===== src/rtl/rip_ro_bank.sv =====
// Ring-oscillator bank: per-channel edge counting over a programmable clk window
// plus an XOR-of-rings entropy harvester. Each ring is a clk-stepped stand-in.
`timescale 1ns/1ps

module rip_ring_oscillator #(
    parameter int SIZE           = 3,
    parameter int INVERTER_DELAY = 10
) (
    input  logic clk,
    input  logic rstn,
    output logic ro_out
);
    // Each inverter's delay is expressed in 10 ns clk ticks so the ring steps without delays.
    localparam int STAGE_CYC = (INVERTER_DELAY >= 10) ? (INVERTER_DELAY / 10) : 1;
    localparam int LEN       = SIZE * STAGE_CYC;

    logic [LEN-1:0] r_line;

    // Inverting loop: output half-period is LEN ticks.
    always_ff @(posedge clk or negedge rstn) begin
        if (!rstn) begin
            r_line <= '0;
        end else begin
            r_line <= {r_line[LEN-2:0], ~r_line[LEN-1]};
        end
    end

    assign ro_out = r_line[LEN-1];
endmodule

module rip_ro_bank #(
    parameter int N_CH           = 4,
    parameter int RO_BASE_SIZE   = 3,
    parameter int INVERTER_DELAY = 10,
    parameter int WIN_W          = 16,
    parameter int CNT_W          = 16,
    parameter int SETTLE_CYCLES  = 4,
    parameter int RND_W          = 8
) (
    input  logic                    clk,
    input  logic                    rstn,
    input  logic                    start,
    input  logic [WIN_W-1:0]        window,
    input  logic [N_CH-1:0]         ch_en,
    output logic                    busy,
    output logic                    done,
    output logic [N_CH*CNT_W-1:0]   counts,
    output logic [N_CH-1:0]         overflow,
    output logic [RND_W-1:0]        rnd,
    output logic                    rnd_valid
);
    typedef enum logic [1:0] {
        ST_IDLE    = 2'd0,
        ST_SETTLE  = 2'd1,
        ST_MEASURE = 2'd2,
        ST_DONE    = 2'd3
    } state_t;

    localparam int                BC_W        = $clog2(RND_W + 1);
    localparam logic [WIN_W-1:0]  SETTLE_LAST = WIN_W'(SETTLE_CYCLES - 1);
    localparam logic [BC_W-1:0]   BIT_LAST    = BC_W'(RND_W - 1);
    localparam logic [CNT_W-1:0]  CNT_MAX     = '1;

    state_t                       r_state, w_next;
    logic [WIN_W-1:0]             r_tcnt, w_tcnt_next, r_win;
    logic [N_CH-1:0]              r_en, r_sync1, r_sync2, r_prev, r_ovf;
    logic [N_CH-1:0]              w_ring, w_ring_rstn, w_edge;
    logic [N_CH-1:0][CNT_W-1:0]   r_cnt;
    logic [RND_W-2:0]             r_shift;
    logic [BC_W-1:0]              r_bitcnt;
    logic [RND_W-1:0]             r_rnd, w_word;
    logic                         r_busy, r_done, r_rnd_valid;
    logic                         w_run, w_accept, w_measure, w_bit;

    assign w_run     = (r_state == ST_SETTLE) || (r_state == ST_MEASURE);
    assign w_accept  = (r_state == ST_IDLE) && start;
    assign w_measure = (r_state == ST_MEASURE);
    assign w_edge    = r_sync2 & ~r_prev & r_en;
    assign w_bit     = ^(r_sync2 & r_en);
    assign w_word    = {r_shift, w_bit};

    for (genvar i = 0; i < N_CH; i++) begin : g_ring
        assign w_ring_rstn[i] = rstn & r_en[i] & w_run;
        rip_ring_oscillator #(
            .SIZE           (RO_BASE_SIZE + 2 * i),
            .INVERTER_DELAY (INVERTER_DELAY)
        ) u_ring (
            .clk    (clk),
            .rstn   (w_ring_rstn[i]),
            .ro_out (w_ring[i])
        );
    end

    // Next-state and phase-counter logic.
    always_comb begin
        w_next      = r_state;
        w_tcnt_next = r_tcnt;
        case (r_state)
            ST_IDLE: begin
                if (start) begin
                    w_next      = ST_SETTLE;
                    w_tcnt_next = '0;
                end else begin
                    w_next = ST_IDLE;
                end
            end
            ST_SETTLE: begin
                if (r_tcnt == SETTLE_LAST) begin
                    w_tcnt_next = '0;
                    w_next      = (r_win == '0) ? ST_DONE : ST_MEASURE;
                end else begin
                    w_tcnt_next = r_tcnt + WIN_W'(1);
                end
            end
            ST_MEASURE: begin
                if (r_tcnt == (r_win - WIN_W'(1))) begin
                    w_tcnt_next = '0;
                    w_next      = ST_DONE;
                end else begin
                    w_tcnt_next = r_tcnt + WIN_W'(1);
                end
            end
            ST_DONE: begin
                w_next = ST_IDLE;
            end
            default: begin
                w_next      = ST_IDLE;
                w_tcnt_next = '0;
            end
        endcase
    end

    // State, phase counter, latched configuration and status flags.
    always_ff @(posedge clk or negedge rstn) begin
        if (!rstn) begin
            r_state <= ST_IDLE;
            r_tcnt  <= '0;
            r_win   <= '0;
            r_en    <= '0;
            r_busy  <= 1'b0;
            r_done  <= 1'b0;
        end else begin
            r_state <= w_next;
            r_tcnt  <= w_tcnt_next;
            r_busy  <= (w_next != ST_IDLE);
            r_done  <= (w_next == ST_DONE);
            if (w_accept) begin
                r_win <= window;
                r_en  <= ch_en;
            end
        end
    end

    // Prev flop tracks sync in every state so entering MEASURE never fakes an edge.
    always_ff @(posedge clk or negedge rstn) begin
        if (!rstn) begin
            r_sync1 <= '0;
            r_sync2 <= '0;
            r_prev  <= '0;
        end else begin
            r_sync1 <= w_ring;
            r_sync2 <= r_sync1;
            r_prev  <= r_sync2;
        end
    end

    // Saturating edge counters; overflow flags a lost edge at all-ones.
    always_ff @(posedge clk or negedge rstn) begin
        if (!rstn) begin
            r_cnt <= '0;
            r_ovf <= '0;
        end else if (w_accept) begin
            r_cnt <= '0;
            r_ovf <= '0;
        end else if (w_measure) begin
            for (int i = 0; i < N_CH; i++) begin
                if (w_edge[i]) begin
                    if (r_cnt[i] == CNT_MAX) begin
                        r_ovf[i] <= 1'b1;
                    end else begin
                        r_cnt[i] <= r_cnt[i] + CNT_W'(1);
                    end
                end
            end
        end
    end

    // Entropy shifter: a word is published only when all RND_W bits came from one window.
    always_ff @(posedge clk or negedge rstn) begin
        if (!rstn) begin
            r_shift     <= '0;
            r_bitcnt    <= '0;
            r_rnd       <= '0;
            r_rnd_valid <= 1'b0;
        end else begin
            r_rnd_valid <= 1'b0;
            if (w_accept) begin
                r_shift  <= '0;
                r_bitcnt <= '0;
            end else if (w_measure) begin
                r_shift <= w_word[RND_W-2:0];
                if (r_bitcnt == BIT_LAST) begin
                    r_bitcnt    <= '0;
                    r_rnd       <= w_word;
                    r_rnd_valid <= 1'b1;
                end else begin
                    r_bitcnt <= r_bitcnt + BC_W'(1);
                end
            end
        end
    end

    assign busy      = r_busy;
    assign done      = r_done;
    assign counts    = r_cnt;
    assign overflow  = r_ovf;
    assign rnd       = r_rnd;
    assign rnd_valid = r_rnd_valid;
endmodule

===== config.mk =====
export PLATFORM = sky130hd
export DESIGN_NAME = rip_ro_bank
export DESIGN_NICKNAME = d
export VERILOG_FILES = /design/src/rtl/rip_ro_bank.sv
export SDC_FILE = /design/constraint.sdc
export NUM_CORES = 1
export LEC_CHECK = 0
export ABC_CLOCK_PERIOD_IN_PS = 900
export CAP_MARGIN = 20
export CORE_MARGIN = 4
export CORE_UTILIZATION = 35
export CTS_BUF_LIST = sky130_fd_sc_hd__clkbuf_4 sky130_fd_sc_hd__clkbuf_8 sky130_fd_sc_hd__clkbuf_16
export CTS_CLUSTER_SIZE = 40
export DETAILED_ROUTE_END_ITERATION = 10
export SLEW_MARGIN = 20
export SYNTH_ARGS = -nofsm -noshare
export SYNTH_HDL_FRONTEND = slang
export SYNTH_SLANG_ARGS = --single-unit

===== constraint.sdc =====
create_clock -name clk -period 0.9 [get_ports clk]
set_input_delay 0.09 -clock clk [delete_from_list [all_inputs] [get_ports clk]]
set_output_delay 0.09 -clock clk [all_outputs]
set_load 0.01 [all_outputs]

Yosys cells after proc, flatten, opt, wreduce, memory -nomap -nowiden --
Cells that the tools add are included.
Storage, ports and cells: flip-flop bits (word level) 164, bits in latches 0, bits in writable memories 0, ROM bits 0, input bits 23, output and inout port bits 79, memories 0
Cells by class: add/subtract/negate cells 7, $mul 0, div/mod/pow operators 0, order comparisons 0, equal/unequal tests 16, shift-type cells 0, multiplexer cells 37, bitwise operators 17, reduce and logical (&&, ||, !) cells 26
Operator list (number):
- $mux W16 | 11
- $mux W64 | 2
- $add A16 B1 Y16 const B | 5
- $eq A16 B16 Y1 const B | 4
- $pmux W16 S3 | 1
- $reduce_and A3 Y1 | 9
- $mux W4 | 5
- $reduce_bool A2 Y1 | 10
- $eq A16 B16 Y1 | 1
- $eq A16 B2 Y1 const B | 1
- $logic_not A16 Y1 | 1
- $sub A16 B1 Y16 const B | 1
- $mux W7 | 2
- $mux W1 | 13
- $and A4 B4 Y4 | 3
- $ne A2 B2 Y1 const B | 5
- $and A1 B1 Y1 | 8
- $pmux W2 S4 | 1
- $eq A2 B2 Y1 const B | 3
- $not A1 Y1 | 5
- $add A4 B1 Y4 const B | 1
- $eq A4 B3 Y1 const B | 1
- $mux W2 | 2
- $not A4 Y4 | 1
- other kinds (7) | 7

Longest topological paths before layout --
depth in word-level cells 6, depth in mapped cells 12, gate-level depth less buffers 9

Cells and area by module --
A second synthesis with hierarchy kept.
Second synthesis, totals: cells, all modules 779, area, all modules 7701.1 µm²
Modules (own cells, without submodules):
- rip_ro_bank | times used 1, cells each 751, area each 7085.5 µm², seq. area each 3503.4 µm²
- rip_ring_oscillator at g_ring[3].u_ring | times used 1, cells each 10, area each 229.0 µm², seq. area each 225.2 µm²
- rip_ring_oscillator at g_ring[2].u_ring | times used 1, cells each 8, area each 178.9 µm², seq. area each 175.2 µm²
- rip_ring_oscillator at g_ring[1].u_ring | times used 1, cells each 6, area each 128.9 µm², seq. area each 125.1 µm²
- rip_ring_oscillator at g_ring[0].u_ring | times used 1, cells each 4, area each 78.8 µm², seq. area each 75.1 µm²

Least setup slack after synthesis --
No wires, ideal clock.
path kind flip-flop to flip-flop, from reg r_state[0], to reg r_cnt (netlist bit counts[56]), arrival 2.521 ns, required time 0.822 ns, path slack -1.699 ns, stages on the path, launching flop included 12, buffers on the path 3, cell sequence dfrtp_1 inv_1 ha_1 clkbuf_1 inv_2 or3_1 a41o_1 clkbuf_1 or3_1 clkbuf_1 or3_1 a21oi_1
Between the ends: cells in the longest elaborated chain, start to end 4, elaborated cells on any way between the ends 8, classes of those cells 2 x eq/ne; 1 x mux; 5 x reduce/logical
RTL lines:
- start, declared | RTL line 64 | state_t r_state, w_next;
- start signal, assigned | RTL line 143 | r_state <= w_next;
- $logic_not A2 Y1 | RTL line 76 | assign w_accept = (r_state == ST_IDLE) && start;
- $logic_and A1 B1 Y1 | RTL line 76
- $ne A2 B2 Y1 (no line) or $reduce_bool A2 Y1 (tied branches)
- $reduce_and A3 Y1 (no line)
- end signal, assigned by index | RTL line 181 | r_cnt[i] <= r_cnt[i] + CNT_W'(1);
- end, declared | RTL line 68 | logic [N_CH-1:0][CNT_W-1:0] r_cnt;
Parallel ways exist; a longest one is shown, timed or not. A chain may end at the register's enable or synchronous reset.

Final worst setup path --
from reg r_win[7], to reg r_tcnt[4]
Between the ends: cells in the longest elaborated chain, start to end 4
RTL lines:
- start, declared | RTL line 65 | logic [WIN_W-1:0] r_tcnt, w_tcnt_next, r_win;
- start signal, assigned | RTL line 148 | r_win <= window;
- $sub A16 B1 Y16 | RTL line 116 | if (r_tcnt == (r_win - WIN_W'(1))) begin
- $eq A16 B16 Y1 | RTL line 116
- $mux W16 | RTL line 116
- $pmux W16 S3 | RTL line 98 | case (r_state)
- end signal, assigned | RTL line 144 | r_tcnt <= w_tcnt_next;
- end, declared | RTL line 65
No other way between the ends.

==> summary.md <==
| Metric | Value |
|---|---|
| Area leader, netlist | dfrtp_1 |
| Syn Nets | 775 |
| Worst Path Required | 1.21 ns |
| FF-to-FF path depth | 7 |
| DRT iter0 DRCs | ~280 |
| Synth area leaders | dfrtp_1 54%, xor2_1 6.3%, nand2_1 5.4% |
| Dpl hpwl | around 14000 µm |
| Reg clk slew, reported paths | 0.07 ns |
| CTS Buffer Depth | 2 |
| CP Data Arrival Time | around 2.7 ns |
| Setup WS post-layout | -1.51 ns |
| Final worst path period need | 2.41 ns |
| Placed cells | ~1300 |
| First-pass GRT wire length | about 35000 µm |
| Outcome | finished, violations left |
| WL final | roughly 22000 µm |
| Setup WS pre-CTS | -1.55 ns |
| HP Class | in -> async |
| Antenna Diode Count | 0 |
| Critical Path End Type | flip-flop |
| Number of port buffers | slightly above 100 |
| Share of cells above drive strength 1 | 0.524 |
| Synth Instances | 741 |
| Largest net degree at the start of global routing | ~50 |
| Routed len/inst | 15.5 µm |
| Via/cell ratio | around 4.8 |
| Fill count | 1623 |
| Worst vdd ir | 1.45 mV |
| Total CTS buffers | 17 |
| Die X | 155 µm |
| Boundary Pins | just over 100 |
| Area of the mapped netlist | between 7000 and 8000 µm² |
| GR Overflow Total | 0 |
| Vias in the first global route | 7015 |
| Core box area | around 21000 µm² |
| Most frequent cells in the layout | 180 x buf_6, 171 x buf_4, 160 x dfrtp_1 |
| Async set-reset flop share out of synthesis | 1.00 |
| Sequential Area | approximately 4100 µm² |
| P&R area growth vs syn | 78.3% |
| Final period util | 2.68 |
| Die ar. | approximately 24000 µm² |
| Slew Limit Headroom | 0.727 |
| Residual DRC count | 0 |
| Measured slew at the worst slew-check pin | 0.407 ns |
| Row count | 53 |
| Final non-filler cell total | around 1400 |
| Final Skew | approximately 0.0087 ns |
| TNS Setup | -162.62 ns |
| Final Hold Fails | 0 |
| Post-synthesis cell type count | between 50 and 60 |
| RSZ-0062 raised after global routing | true |
| Power Density | roughly 1800 nW/µm² |
| H-tree depth reported by CTS | 4 |
| Failing checks | setup timing |
| Syn_area_per_cell | approximately 10 µm² |
| Most common cell after layout, fill and taps aside | buf_6 |
| Vert. Die Dim | between 150 and 200 µm |
| Placer Congestion | 0.797 |
| Seq/Total Area, Yosys | 0.544 |
| Final setup violating endpoints | roughly 230 |
| CTS tree | done |
| Final #Nets | between 1000 and 1500 |
| Kind of critical path | reg -> reg |
| Multi-input logic area | between 4000 and 5000 µm² |
| Slew Viols, Final | 0 |
| Starting Density | 0.358 |
| Top cell type's share of synthesized area | 0.544 |
| Initial antenna violation count | 0 |
| Worst-path maximum fanout | 6 |
| Synthesis Warnings | 0 |
| DRT Pass-1 Iters | 5 |
| Register bit count reported by yosys | approximately 160 |
| Fmax achieved | 414 MHz |
| Post-synth EDFFs | 0 |
| Total number of vias | 6854 |
| Main synth FF type | dfrtp_1 |
| Critical Path Start Type | flip-flop |
| GRT Overall Usage | 0.181 |
| Max Cap Viol | 0 |
| Clk_lat worst skew | between 0.4 and 0.5 ns |
| CTS Root Cell | clkbuf_16 |
| Leak pwr | approximately 0.0063 µW |
| Clock sink total | between 150 and 200 |
| Antenna-violating nets left | 0 |
-- synth_stat cells (4+ instances only) --
library cell / count
or3_1: 17
mux2_2: 7
inv_1: 21
a21o_1: 4
a21oi_1: 15
nor3_1: 13
and4_1: 4
xor2_1: 54
nor2_1: 102
clkbuf_1: 23
nand2_1: 108
or4_1: 4
and3_1: 17
a31oi_1: 4
nand3_1: 23
o21ai_0: 12
dfrtp_1: 164
ha_1: 11
and2_1: 5
a211oi_1: 4
mux2i_1: 13
nand4_1: 22
xnor2_1: 32
nor4_1: 5
nor3b_1: 5
-- cell families after synthesis --
| group | after synthesis | synth area share |
|---|---|---|
| AND/OR/NAND/NOR | 341 | 0.216 |
| multiplexers | 20 | 0.0277 |
| AO/OA/AOI/OAI | 67 | 0.0639 |
| XOR/XNOR | 87 | 0.103 |
| buffers and inverters | 51 | 0.0272 |
| adder cells (fa/ha/maj) | 11 | 0.0182 |
| flip-flops | 164 | 0.544 |
-- path summary, 6_finish.rpt --
kind / from / to / slack, ns
setup / recovery: r_win[7] / r_tcnt[4] / -1.51
hold / removal: rstn / r_sync1[2] / 0.07
setup reg to reg: r_win[7] / r_tcnt[4] / -1.51
hold reg to reg: r_en[0] / g_ring[0].u_ring.r_line[0] / 0.33
max in group asynchronous: r_state[1] / g_ring[2].u_ring.r_line[5] / -0.15
min in group clk: window[8] / r_win[8] / 0.23
-- routing by layer --
layer | wire (µm) | part of all wire | global-route usage
met5 | 0 | 0 | 0
met4 | 320 | 0.014 | 0.0505
met3 | 720 | 0.033 | 0.0358
met2 | 11200 | 0.51 | 0.301
met1 | 9850 | 0.45 | 0.242
-- where the power goes --
part / leakage, µW / internal, µW / switching (µW)
Combinational: 0.00391 / 4860 / 4650
Clock: 0.000273 / 3740 / 3180
Sequential: 0.00217 / 7910 / 415
Total: 0.00635 / 16500 / 8250
-- layout make-up --
cell class              instances  area share
multi-input cells             527       0.318
flip-flops and latches        164       0.305
repair buffers                408       0.302
clock buffers                  19      0.0332
well taps                     275      0.0256
clock inverters                13     0.00865
inverters                      22     0.00651
-- stage by stage --
stage | hold WS (ns) | area [µm²] | power, µW | util
final | 0.0694 | 13500 | 24800 | 0.638
after global routing | 0.0738 | 13500 | 26100 | 0.638
after CTS | 0.0510 | 12800 | 24700 | 0.607
after detailed placement | -0.0585 | 10600 | 15600 | 0.505
after global placement | -0.0621 | 10600 | 15500 | 0.505
after floorplan | -0.206 | 7820 | 12400 | -
-- state kept, by name, summed over array words and instances, names as in the netlist --
| signal | count |
|---|---|
| r_sync2 | 4 |
| r_tcnt | 16 |
| counts | 64 |
| r_shift | 7 |
| overflow | 4 |
| r_en | 4 |
| busy | 1 |
| r_state | 2 |
| rnd | 8 |
| r_sync1 | 4 |
| rnd_valid | 1 |
| r_prev | 4 |
| r_win | 16 |
| g_ring.u_ring.r_line | 24 |
| r_bitcnt | 4 |
| done | 1 |
-- critical path, stage by stage, from the launching register on --
cell and delay (ns):
dfrtp_1 0.41, or4_4 0.57, nor4_2 0.30, xnor2_1 0.13
nor4_4 0.29, a41oi_4 0.21, a21o_1 0.22, a22o_1 0.17
-- repair_timing --
item	CTS	global route
setup buffers	60	79
hold buffers	1	0
hold endpoints to repair	164	0
pin swaps	86	81
endpoints found under the setup margin	231	231
cloned	8	0
resized for setup	648	122
Power figures use the tool's default switching activity.
